<file path="src/rtl/uart_tx.sv">
// uart_tx: 8N1 serial transmitter, CLK_DIV clk cycles per bit.
// Define SOC2_UART_TX_PARITY_EN to insert an even-parity bit between the data bits and the stop bit.
module uart_tx #(
    parameter int CLK_DIV = 434
) (
    input  logic       clk,
    input  logic       rst,
    input  logic [7:0] tx_data,
    input  logic       tx_data_valid,
    output logic       tx_data_ack,
    output logic       tx_busy,
    output logic       txd,
    output logic       tx_overrun
);
    localparam logic [2:0] IDLE   = 3'd0;
    localparam logic [2:0] START  = 3'd1;
    localparam logic [2:0] DATA   = 3'd2;
`ifdef SOC2_UART_TX_PARITY_EN
    localparam logic [2:0] PARITY = 3'd3;
`endif
    localparam logic [2:0] STOP   = 3'd4;
    localparam logic [15:0] LAST  = 16'(CLK_DIV - 1);

    logic [2:0]  state;
    logic [7:0]  shreg;
    logic [2:0]  bit_cnt;
    logic [15:0] baud_cnt;

    // Status outputs decode straight from registered state, so they are glitch-free.
    assign tx_busy     = state != IDLE;
    assign tx_data_ack = state == STOP && baud_cnt == LAST;

    // Frame sequencer: txd is registered and already carries the start bit on the accept edge.
    always_ff @(posedge clk) begin
        if (rst) begin
            state      <= IDLE;
            shreg      <= '0;
            bit_cnt    <= '0;
            baud_cnt   <= '0;
            txd        <= 1'b1;
            tx_overrun <= 1'b0;
        end else begin
            if (tx_data_valid && state != IDLE)
                tx_overrun <= 1'b1;
            if (state == IDLE) begin
                baud_cnt <= '0;
                bit_cnt  <= '0;
                txd      <= !tx_data_valid;
                if (tx_data_valid) begin
                    shreg <= tx_data;
                    state <= START;
                end
            end else if (baud_cnt != LAST) begin
                baud_cnt <= baud_cnt + 16'd1;
            end else begin
                baud_cnt <= '0;
                case (state)
                    START: begin
                        state <= DATA;
                        txd   <= shreg[0];
                    end
                    DATA: begin
                        if (bit_cnt == 3'd7) begin
`ifdef SOC2_UART_TX_PARITY_EN
                            state <= PARITY;
                            txd   <= ^shreg;
`else
                            state <= STOP;
                            txd   <= 1'b1;
`endif
                        end else begin
                            bit_cnt <= bit_cnt + 3'd1;
                            txd     <= shreg[bit_cnt + 3'd1];
                        end
                    end
`ifdef SOC2_UART_TX_PARITY_EN
                    PARITY: begin
                        state <= STOP;
                        txd   <= 1'b1;
                    end
`endif
                    default: begin
                        state   <= IDLE;
                        bit_cnt <= '0;
                        txd     <= 1'b1;
                    end
                endcase
            end
        end
    end
endmodule

</file>
<file path="config.mk">
export PLATFORM = sky130hd
export DESIGN_NAME = uart_tx
export DESIGN_NICKNAME = d
export VERILOG_FILES = /design/src/rtl/uart_tx.sv
export SDC_FILE = /design/constraint.sdc
export NUM_CORES = 1
export LEC_CHECK = 0
export CAP_MARGIN = 40
export CELL_PAD_IN_SITES_DETAIL_PLACEMENT = 1
export CELL_PAD_IN_SITES_GLOBAL_PLACEMENT = 2
export CORE_ASPECT_RATIO = 0.6
export CORE_MARGIN = 4
export CORE_UTILIZATION = 25
export DETAILED_ROUTE_END_ITERATION = 8
export PLACE_DENSITY = 0.71
export RECOVER_POWER = 50
export SLEW_MARGIN = 40
export SYNTH_ARGS = -nofsm -noshare
export SYNTH_HDL_FRONTEND = slang
export SYNTH_SLANG_ARGS = --single-unit
</file>
<file path="constraint.sdc">
create_clock -name clk -period 2.05 [get_ports clk]
set_input_delay 0.41 -clock clk [delete_from_list [all_inputs] [get_ports clk]]
set_output_delay 0.41 -clock clk [all_outputs]
set_load 0.02 [all_outputs]
</file>
==> impl_results.html, run 1 <==
<table>
<tr><th>Metric</th><th>Value</th></tr>
<tr><th colspan="2">Layout</th></tr>
<tr><td>Number of nets in the layout</td><td>226</td></tr>
<tr><td>Share of layout cells above drive strength 1</td><td>22.27%</td></tr>
<tr><td>Cell area after layout</td><td>2022 sq um</td></tr>
<tr><td>Diodes inserted</td><td>0</td></tr>
<tr><td>Most common cell after layout, fill and taps aside</td><td>sky130_fd_sc_hd__dfxtp_1</td></tr>
<tr><td>Final core occ</td><td>35.46%</td></tr>
<tr><td>Most used cells in the layout excluding fill and tap cells</td><td>29 x sky130_fd_sc_hd__dfxtp_1, 24 x sky130_fd_sc_hd__nand2_1, 22 x sky130_fd_sc_hd__nor2_1</td></tr>
<tr><td>Area growth from synthesis to layout</td><td>33.77%</td></tr>
<tr><th colspan="2">Min path</th></tr>
<tr><td>Hold crit path type</td><td>flop to flop</td></tr>
<tr><th colspan="2">Power</th></tr>
<tr><td>Power density normalized to cell area</td><td>644.0 nW/um^2</td></tr>
<tr><td>Worst IR drop on VDD</td><td>0.0002525 V</td></tr>
<tr><td>Overall power consumption</td><td>1.302 mW</td></tr>
<tr><td>P_leak</td><td>0.7298 nW</td></tr>
<tr><th colspan="2">Logic synthesis</th></tr>
<tr><td>Seq/Total Area, Yosys</td><td>42.38%</td></tr>
<tr><td>Count of synthesis-stage warnings from yosys</td><td>0</td></tr>
<tr><td>Mean instance size in the synthesized netlist</td><td>8.839 sq um</td></tr>
<tr><td>Number of synthesized register bits</td><td>32</td></tr>
<tr><td>Post-synth ARST share</td><td>0%</td></tr>
<tr><td>Most common flop cell mapped by yosys</td><td>sky130_fd_sc_hd__dfxtp_1</td></tr>
<tr><td>Area share of the leading cell type in the synthesized netlist</td><td>42.38%</td></tr>
<tr><td>Synth Cell Area</td><td>1511 sq um</td></tr>
<tr><td>Net count after synthesis</td><td>186</td></tr>
<tr><td>Number of flops mapped to enable cells by yosys</td><td>0</td></tr>
<tr><td>Cell types occupying the most area after synthesis</td><td>sky130_fd_sc_hd__dfxtp_1 42%, sky130_fd_sc_hd__nand2_1 6.0%, sky130_fd_sc_hd__nor2_1 5.2%, sky130_fd_sc_hd__xnor2_1 5.2%, sky130_fd_sc_hd__a21oi_1 5.0%</td></tr>
<tr><td>Number of cells produced by synthesis</td><td>171</td></tr>
<tr><td>Number of distinct library cell variants in the gate-level netlist after synthesis</td><td>38</td></tr>
<tr><td>Dominant cell type by area after synthesis</td><td>sky130_fd_sc_hd__dfxtp_1</td></tr>
<tr><th colspan="2">Setup path</th></tr>
<tr><td>Slowest-stage cell, CP</td><td>sky130_fd_sc_hd__dfxtp_2</td></tr>
<tr><td>Worst EP required</td><td>1.64 ns</td></tr>
<tr><td>Type of destination of the critical path</td><td>output pin</td></tr>
<tr><td>Largest driver fanout on the critical path</td><td>2</td></tr>
<tr><td>Buffering stage count on the worst path with inverters included</td><td>2</td></tr>
<tr><td>Largest stage delay on the critical path</td><td>0.32 ns</td></tr>
<tr><td>Cell Chain, Critical Path</td><td>inv_2 -&gt; ha_4 -&gt; nor4b_4 -&gt; nand4_2 -&gt; nor4b_2 -&gt; buf_4</td></tr>
<tr><td>Arrival time reported for the critical path endpoint</td><td>1.54 ns</td></tr>
<tr><td>Critical path class</td><td>flop to output pin</td></tr>
<tr><td>R2R setup slack</td><td>0.18 ns</td></tr>
<tr><td>Cell family contributing the most delay on the critical path</td><td>simple AND/OR/NAND/NOR gates</td></tr>
<tr><td>CP startpoint kind</td><td>flop</td></tr>
<tr><th colspan="2">Clock network</th></tr>
<tr><td>Number of levels in the clock H-tree</td><td>2</td></tr>
<tr><td>Number of hold-repair buffers added at the cts stage</td><td>0</td></tr>
<tr><td>Clock root buffer</td><td>sky130_fd_sc_hd__clkbuf_8</td></tr>
<tr><td>Clk slew on worst S/H paths</td><td>0.07 ns</td></tr>
<tr><td>CTS buffer count</td><td>5</td></tr>
<tr><td>CTS max path bufs</td><td>2</td></tr>
<tr><td>Number of clock sinks seen by CTS</td><td>32</td></tr>
<tr><td>CTS tree</td><td>done</td></tr>
<tr><td>Clock latency at the later pin of the worst-skew pair</td><td>0.28 ns</td></tr>
<tr><td>Post-CTS repair timing setup buffer count</td><td>0</td></tr>
<tr><th colspan="2">Routing</th></tr>
<tr><td>WL per Instance</td><td>13.55 um</td></tr>
<tr><td>Via density per instance</td><td>4.512</td></tr>
<tr><td>Pre-Repair DR Iteration Count</td><td>4</td></tr>
<tr><td>Total via count after detailed routing</td><td>1313</td></tr>
<tr><td>Count of antenna-violating nets left after detailed routing</td><td>0</td></tr>
<tr><td>1st-iter DRT viols</td><td>51</td></tr>
<tr><td>Total routed wirelength</td><td>3.944 mm</td></tr>
<tr><td>DRC violations left</td><td>0</td></tr>
<tr><th colspan="2">Floorplan</th></tr>
<tr><td>Placeable core area</td><td>5702 sq um</td></tr>
<tr><td>Width of the die</td><td>108.4 um</td></tr>
<tr><td>Number of I/O pins</td><td>15</td></tr>
<tr><td>DIE HEIGHT</td><td>68.23 um</td></tr>
<tr><td>Die Outline Area</td><td>7395 sq um</td></tr>
<tr><td>Site row count</td><td>21</td></tr>
<tr><td>Effective utilization at floorplan</td><td>26.51%</td></tr>
<tr><th colspan="2">Place</th></tr>
<tr><td>Place WS</td><td>-0.1518 ns</td></tr>
<tr><td>Area post-placement</td><td>1907 sq um</td></tr>
<tr><td>Half-perimeter wire length of the detailed placement result</td><td>3.042 mm</td></tr>
<tr><td>Global placer's final weighted congestion</td><td>0.7242</td></tr>
<tr><td>Port Buffer Count</td><td>14</td></tr>
<tr><th colspan="2">Timing</th></tr>
<tr><td>Part of the cycle the worst path needs</td><td>95.07%</td></tr>
<tr><td>Final worst hold slack</td><td>0.4602 ns</td></tr>
<tr><td>Relative slew slack</td><td>58.92%</td></tr>
<tr><td>Count of pins over their slew limit</td><td>0</td></tr>
<tr><td>Setup repair after global routing missed its margin</td><td>true</td></tr>
<tr><td>Clk_skew</td><td>0.002677 ns</td></tr>
<tr><td>Final setup viols</td><td>0</td></tr>
<tr><td>Slew at the pin closest to its max-slew limit</td><td>0.6140 ns</td></tr>
<tr><td>Smallest setup slack after layout</td><td>0.1011 ns</td></tr>
<tr><td>Hold violation count in the final report</td><td>0</td></tr>
<tr><td>Post-layout min period</td><td>1.949 ns</td></tr>
<tr><td>Max frequency</td><td>513.1 MHz</td></tr>
<tr><th colspan="2">Job</th></tr>
<tr><td>Max-capacitance violation count</td><td>0</td></tr>
<tr><th colspan="2">Global routing</th></tr>
<tr><td>Number of antenna violations at the first check in global routing</td><td>0</td></tr>
<tr><td>All-layer global routing usage</td><td>12.46%</td></tr>
<tr><td>Total congestion overflow after global routing</td><td>0</td></tr>
<tr><td>Vias in the first global route</td><td>1355</td></tr>
<tr><td>Global-route wire length before repair</td><td>6.900 mm</td></tr>
<tr><td>Pin count of the biggest net entering global routing</td><td>17</td></tr>
<tr><th colspan="2">Outcome</th></tr>
<tr><td>Status</td><td>complete, no violations</td></tr>
</table>
==> worst min-delay path: stages (launching register included) <==
cell                      delay (ns)
sky130_fd_sc_hd__dfxtp_1        0.31
sky130_fd_sc_hd__nand2_1        0.05
sky130_fd_sc_hd__a21oi_1        0.05
==> worst paths after layout <==
check | from | endpoint | depth (start not counted)
worst max-delay path | baud_cnt[1]$_SDFF_PP0_ | tx_data_ack | 6
worst min-delay path | shreg[6]$_SDFFE_PP0P_ | shreg[6]$_SDFFE_PP0P_ | 2
worst max register to register | bit_cnt[0]$_SDFFE_PP0P_ | txd$_SDFFE_PP1P_ | 4
worst min register to register | shreg[6]$_SDFFE_PP0P_ | shreg[6]$_SDFFE_PP0P_ | 2
==> cell usage after synthesis (2+ instances only) <==
| cell | count |
|---|---|
| sky130_fd_sc_hd__ha_1 | 4 |
| sky130_fd_sc_hd__nand2b_1 | 2 |
| sky130_fd_sc_hd__nand3_1 | 5 |
| sky130_fd_sc_hd__xnor2_1 | 9 |
| sky130_fd_sc_hd__o21ai_0 | 5 |
| sky130_fd_sc_hd__a211o_1 | 2 |
| sky130_fd_sc_hd__mux2i_1 | 3 |
| sky130_fd_sc_hd__a21oi_1 | 15 |
| sky130_fd_sc_hd__nand2_1 | 24 |
| sky130_fd_sc_hd__nor2_1 | 21 |
| sky130_fd_sc_hd__nand4_1 | 5 |
| sky130_fd_sc_hd__and3_1 | 2 |
| sky130_fd_sc_hd__inv_1 | 6 |
| sky130_fd_sc_hd__dfxtp_1 | 32 |
| sky130_fd_sc_hd__or3_2 | 2 |
| sky130_fd_sc_hd__or4b_1 | 2 |
| sky130_fd_sc_hd__nor4_1 | 3 |
| sky130_fd_sc_hd__xor2_1 | 5 |
| sky130_fd_sc_hd__nor3_1 | 5 |
==> metal layers <==
metal	vias to the layer above	track usage [%]	share of wire [%]
met2	16	15.87	35
met1	614	19.51	60
li1	677	-	-
met5	-	0	0
met4	0	3.780	1.3
met3	6	3.393	3.7
==> flip-flops by register name (all words and copies together) (netlist names) <==
| register | cells |
|---|---|
| shreg | 8 |
| tx_overrun | 1 |
| bit_cnt | 3 |
| state | 3 |
| baud_cnt | 16 |
| txd | 1 |
==> power breakdown <==
part           total, mW  switching (mW)  internal, mW
clock network      0.538           0.239         0.299
logic              0.113          0.0576        0.0551
registers          0.651          0.0130         0.638
==> what timing repair did <==
item / in CTS / in global routing
gates resized for setup: 6 / 8
endpoints found under the setup margin: 2 / 2
cloned: 0 / 0
pin swaps: 0 / 2
==> area by class of cell <==
class	instances	area, sq um
clock buffers	7	96.34
fillers	676	3680
inverters	7	26.28
multi-input cells	129	858.3
flip-flops and latches	32	644.4
well taps	80	100.1
repair buffers	36	296.5
==> per-stage QoR <==
stage	setup TNS [ns]	std cells
after floorplan	0	171
after global placement	-0.1368	284
after detailed placement	-0.1518	284
after CTS	-0.03604	291
after global routing	-0.03784	291
final	0	291
==> cells by family after synthesis <==
group           share of synthesized area [%]
xor+xnor                                8.113
compound gates                          9.520
simple gates                            30.38
mux                                     3.477
flops                                   42.38
buf+inv                                 2.814
fa+ha+maj                               3.311
Power figures use the tool's default switching activity.
==> run 2: changes to the inputs <==
CORE_UTILIZATION = 34   (was 25)
PLACE_DENSITY = 0.88   (was 0.71)
==> impl_results.html, run 2 (synthesized netlist as in run 1, its figures left out) <==
<table>
<tr><th>Metric</th><th>Value</th></tr>
<tr><th colspan="2">Place</th></tr>
<tr><td>Placed cell count</td><td>264 (was 284)</td></tr>
<tr><td>Port Buffer Count</td><td>14 (unchanged)</td></tr>
<tr><td>Global placer's final weighted congestion</td><td>0.8567 (was 0.7242)</td></tr>
<tr><td>Place WS</td><td>-0.1334 ns (was -0.1518 ns)</td></tr>
<tr><td>Half-perimeter wire length of the detailed placement result</td><td>3.254 mm (was 3.042 mm)</td></tr>
<tr><th colspan="2">Routing</th></tr>
<tr><td>WL per Instance</td><td>15.62 um (was 13.55 um)</td></tr>
<tr><td>Total via count after detailed routing</td><td>1366 (was 1313)</td></tr>
<tr><td>Pre-Repair DR Iteration Count</td><td>4 (unchanged)</td></tr>
<tr><td>Count of antenna-violating nets left after detailed routing</td><td>0 (unchanged)</td></tr>
<tr><td>Total routed wirelength</td><td>4.233 mm (was 3.944 mm)</td></tr>
<tr><td>DRC violations left</td><td>0 (unchanged)</td></tr>
<tr><td>Via density per instance</td><td>5.041 (was 4.512)</td></tr>
<tr><td>1st-iter DRT viols</td><td>54 (was 51)</td></tr>
<tr><th colspan="2">Timing</th></tr>
<tr><td>Relative slew slack</td><td>55.59% (was 58.92%)</td></tr>
<tr><td>Count of pins over their slew limit</td><td>0 (unchanged)</td></tr>
<tr><td>Clk_skew</td><td>0.005568 ns (was 0.002677 ns)</td></tr>
<tr><td>Post-layout min period</td><td>1.983 ns (was 1.949 ns)</td></tr>
<tr><td>Setup TNS</td><td>0 ns (unchanged)</td></tr>
<tr><td>Max frequency</td><td>504.2 MHz (was 513.1 MHz)</td></tr>
<tr><td>Setup repair after global routing missed its margin</td><td>false (was true)</td></tr>
<tr><td>Slew at the pin closest to its max-slew limit</td><td>0.6636 ns (was 0.6140 ns)</td></tr>
<tr><td>Final setup viols</td><td>0 (unchanged)</td></tr>
<tr><td>Hold violation count in the final report</td><td>0 (unchanged)</td></tr>
<tr><td>Part of the cycle the worst path needs</td><td>96.75% (was 95.07%)</td></tr>
<tr><td>Smallest setup slack after layout</td><td>0.06670 ns (was 0.1011 ns)</td></tr>
<tr><th colspan="2">Outcome</th></tr>
<tr><td>Status</td><td>complete, no violations (unchanged)</td></tr>
<tr><th colspan="2">Clock network</th></tr>
<tr><td>Number of hold-repair buffers added at the cts stage</td><td>0 (unchanged)</td></tr>
<tr><td>Number of clock sinks seen by CTS</td><td>32 (unchanged)</td></tr>
<tr><td>CTS tree</td><td>done (unchanged)</td></tr>
<tr><td>Clk slew on worst S/H paths</td><td>0.07 ns (about the same)</td></tr>
<tr><td>Clock root buffer</td><td>sky130_fd_sc_hd__clkbuf_8 (unchanged)</td></tr>
<tr><td>Clock latency at the later pin of the worst-skew pair</td><td>0.28 ns (about the same)</td></tr>
<tr><td>CTS max path bufs</td><td>2 (unchanged)</td></tr>
<tr><td>CTS buffer count</td><td>5 (unchanged)</td></tr>
<tr><td>Number of levels in the clock H-tree</td><td>2 (unchanged)</td></tr>
<tr><th colspan="2">Floorplan</th></tr>
<tr><td>Site row count</td><td>18 (was 21)</td></tr>
<tr><td>Die Outline Area</td><td>5611 sq um (was 7395 sq um)</td></tr>
<tr><td>Number of I/O pins</td><td>15 (unchanged)</td></tr>
<tr><td>Placeable core area</td><td>4189 sq um (was 5702 sq um)</td></tr>
<tr><td>Width of the die</td><td>94.08 um (was 108.4 um)</td></tr>
<tr><td>DIE HEIGHT</td><td>59.65 um (was 68.23 um)</td></tr>
<tr><td>Effective utilization at floorplan</td><td>36.08% (was 26.51%)</td></tr>
<tr><th colspan="2">Layout</th></tr>
<tr><td>Share of layout cells above drive strength 1</td><td>19.91% (was 22.27%)</td></tr>
<tr><td>Diodes inserted</td><td>0 (unchanged)</td></tr>
<tr><td>Number of nets in the layout</td><td>226 (unchanged)</td></tr>
<tr><td>Most used cells in the layout excluding fill and tap cells</td><td>31 x sky130_fd_sc_hd__dfxtp_1, 24 x sky130_fd_sc_hd__nand2_1, 22 x sky130_fd_sc_hd__nor2_1 (was 29 x sky130_fd_sc_hd__dfxtp_1, 24 x sky130_fd_sc_hd__nand2_1, 22 x sky130_fd_sc_hd__nor2_1)</td></tr>
<tr><td>Max reg flops</td><td>16 (unchanged)</td></tr>
<tr><td>Most common cell after layout, fill and taps aside</td><td>sky130_fd_sc_hd__dfxtp_1 (unchanged)</td></tr>
<tr><td>Post-Layout Cell Count</td><td>271 (was 291)</td></tr>
<tr><td>Register bank with the most flops</td><td>baud_cnt (unchanged)</td></tr>
<tr><td># fillers</td><td>507 (was 676)</td></tr>
<tr><td>Registers with the most flip-flops</td><td>baud_cnt x16, shreg x8 (unchanged)</td></tr>
<tr><td>Area growth from synthesis to layout</td><td>29.88% (was 33.77%)</td></tr>
<tr><td>Final core occ</td><td>46.86% (was 35.46%)</td></tr>
<tr><th colspan="2">Power</th></tr>
<tr><td>P_leak</td><td>0.7162 nW (was 0.7298 nW)</td></tr>
<tr><td>Power density normalized to cell area</td><td>626.8 nW/um^2 (was 644.0 nW/um^2)</td></tr>
<tr><td>Worst IR drop on VDD</td><td>0.0002498 V (was 0.0002525 V)</td></tr>
<tr><td>Overall power consumption</td><td>1.231 mW (was 1.302 mW)</td></tr>
<tr><th colspan="2">Global routing</th></tr>
<tr><td>Global-route wire length before repair</td><td>7.127 mm (was 6.900 mm)</td></tr>
<tr><td>Vias in the first global route</td><td>1443 (was 1355)</td></tr>
<tr><td>All-layer global routing usage</td><td>16.84% (was 12.46%)</td></tr>
<tr><td>Total congestion overflow after global routing</td><td>0 (unchanged)</td></tr>
<tr><td>Number of antenna violations at the first check in global routing</td><td>0 (unchanged)</td></tr>
<tr><td>Pin count of the biggest net entering global routing</td><td>17 (unchanged)</td></tr>
<tr><th colspan="2">Setup path</th></tr>
<tr><td>CP startpoint kind</td><td>flop (unchanged)</td></tr>
<tr><td>Arrival time reported for the critical path endpoint</td><td>1.57 ns (was 1.54 ns)</td></tr>
<tr><td>Worst EP required</td><td>1.64 ns (about the same)</td></tr>
<tr><td>Largest driver fanout on the critical path</td><td>7 (was 2)</td></tr>
<tr><td>Critical path class</td><td>flop to output pin (unchanged)</td></tr>
<tr><td>Slowest-stage cell, CP</td><td>sky130_fd_sc_hd__clkdlybuf4s50_1 (was sky130_fd_sc_hd__dfxtp_2)</td></tr>
<tr><td>Largest stage delay on the critical path</td><td>0.54 ns (was 0.32 ns)</td></tr>
<tr><td>Cell Chain, Critical Path</td><td>nor3_2 -&gt; inv_2 -&gt; clkdlybuf4s50_1 (was inv_2 -&gt; ha_4 -&gt; nor4b_4 -&gt; nand4_2 -&gt; nor4b_2 -&gt; buf_4)</td></tr>
<tr><td>Type of destination of the critical path</td><td>output pin (unchanged)</td></tr>
<tr><th colspan="2">Job</th></tr>
<tr><td>Max-capacitance violation count</td><td>0 (unchanged)</td></tr>
<tr><th colspan="2">Min path</th></tr>
<tr><td>Hold crit path type</td><td>flop to flop (unchanged)</td></tr>
</table>
run 2: final timing paths:
path	start	end	slack [ns]	cells past startpoint
min	shreg[3]$_SDFFE_PP0P_	shreg[3]$_SDFFE_PP0P_	0.47	2
max reg2reg	baud_cnt[1]$_SDFF_PP0_	bit_cnt[0]$_SDFFE_PP0P_	0.13	7
min reg2reg	shreg[3]$_SDFFE_PP0P_	shreg[3]$_SDFFE_PP0P_	0.47	2
max	state[1]$_SDFFE_PP0P_	tx_busy	0.07	3
run 2: layer usage:
layer	vias to the layer above	wire length, um	global-route usage [%]
li1	683	-	-
met1	653	2151	23.92
met2	23	1845	24.62
met3	7	187	4.442
met4	0	49	5.967
met5	-	0	0
run 2: what timing repair did:
item,in CTS,in global routing
gates resized for setup,6,3
hold endpoints to repair,0,0
buffers inserted,0,0
pin swaps,0,1
endpoints found under the setup margin,2,2
run 2: per-stage QoR:
stage | instance area [sq um] | hold slack (ns)
after global placement | 1882 | 0.4406
after global routing | 1963 | 0.4841
final | 1963 | 0.4697
after CTS | 1959 | 0.4734
after floorplan | 1518 | 0.4331
after detailed placement | 1882 | 0.4620
run 2: layout make-up:
| type | count | area (sq um) | share of cell area (%) |
|---|---|---|---|
| clock inverters | 1 | 5.005 | 0.2549 |
| inverters | 7 | 26.28 | 1.338 |
| well taps | 60 | 75.07 | 3.824 |
| repair buffers | 36 | 296.5 | 15.11 |
| clock buffers | 6 | 72.57 | 3.697 |
| multi-input cells | 129 | 845.8 | 43.08 |
| flip-flops and latches | 32 | 641.9 | 32.70 |
run 2: report_power, final:
group / switching (mW) / internal (mW) / leakage, nW
sequential: 0.0136 / 0.638 / 0.260
combinational: 0.0612 / 0.0563 / 0.415
clock: 0.231 / 0.231 / 0.0410
total: 0.305 / 0.925 / 0.716
run 2: critical path: cells and delay by family, from the launching register on:
kind / cells / cell delay, ns
simple gates: 1 / 0.29
buf+inv: 2 / 0.60
flops: 1 / 0.40
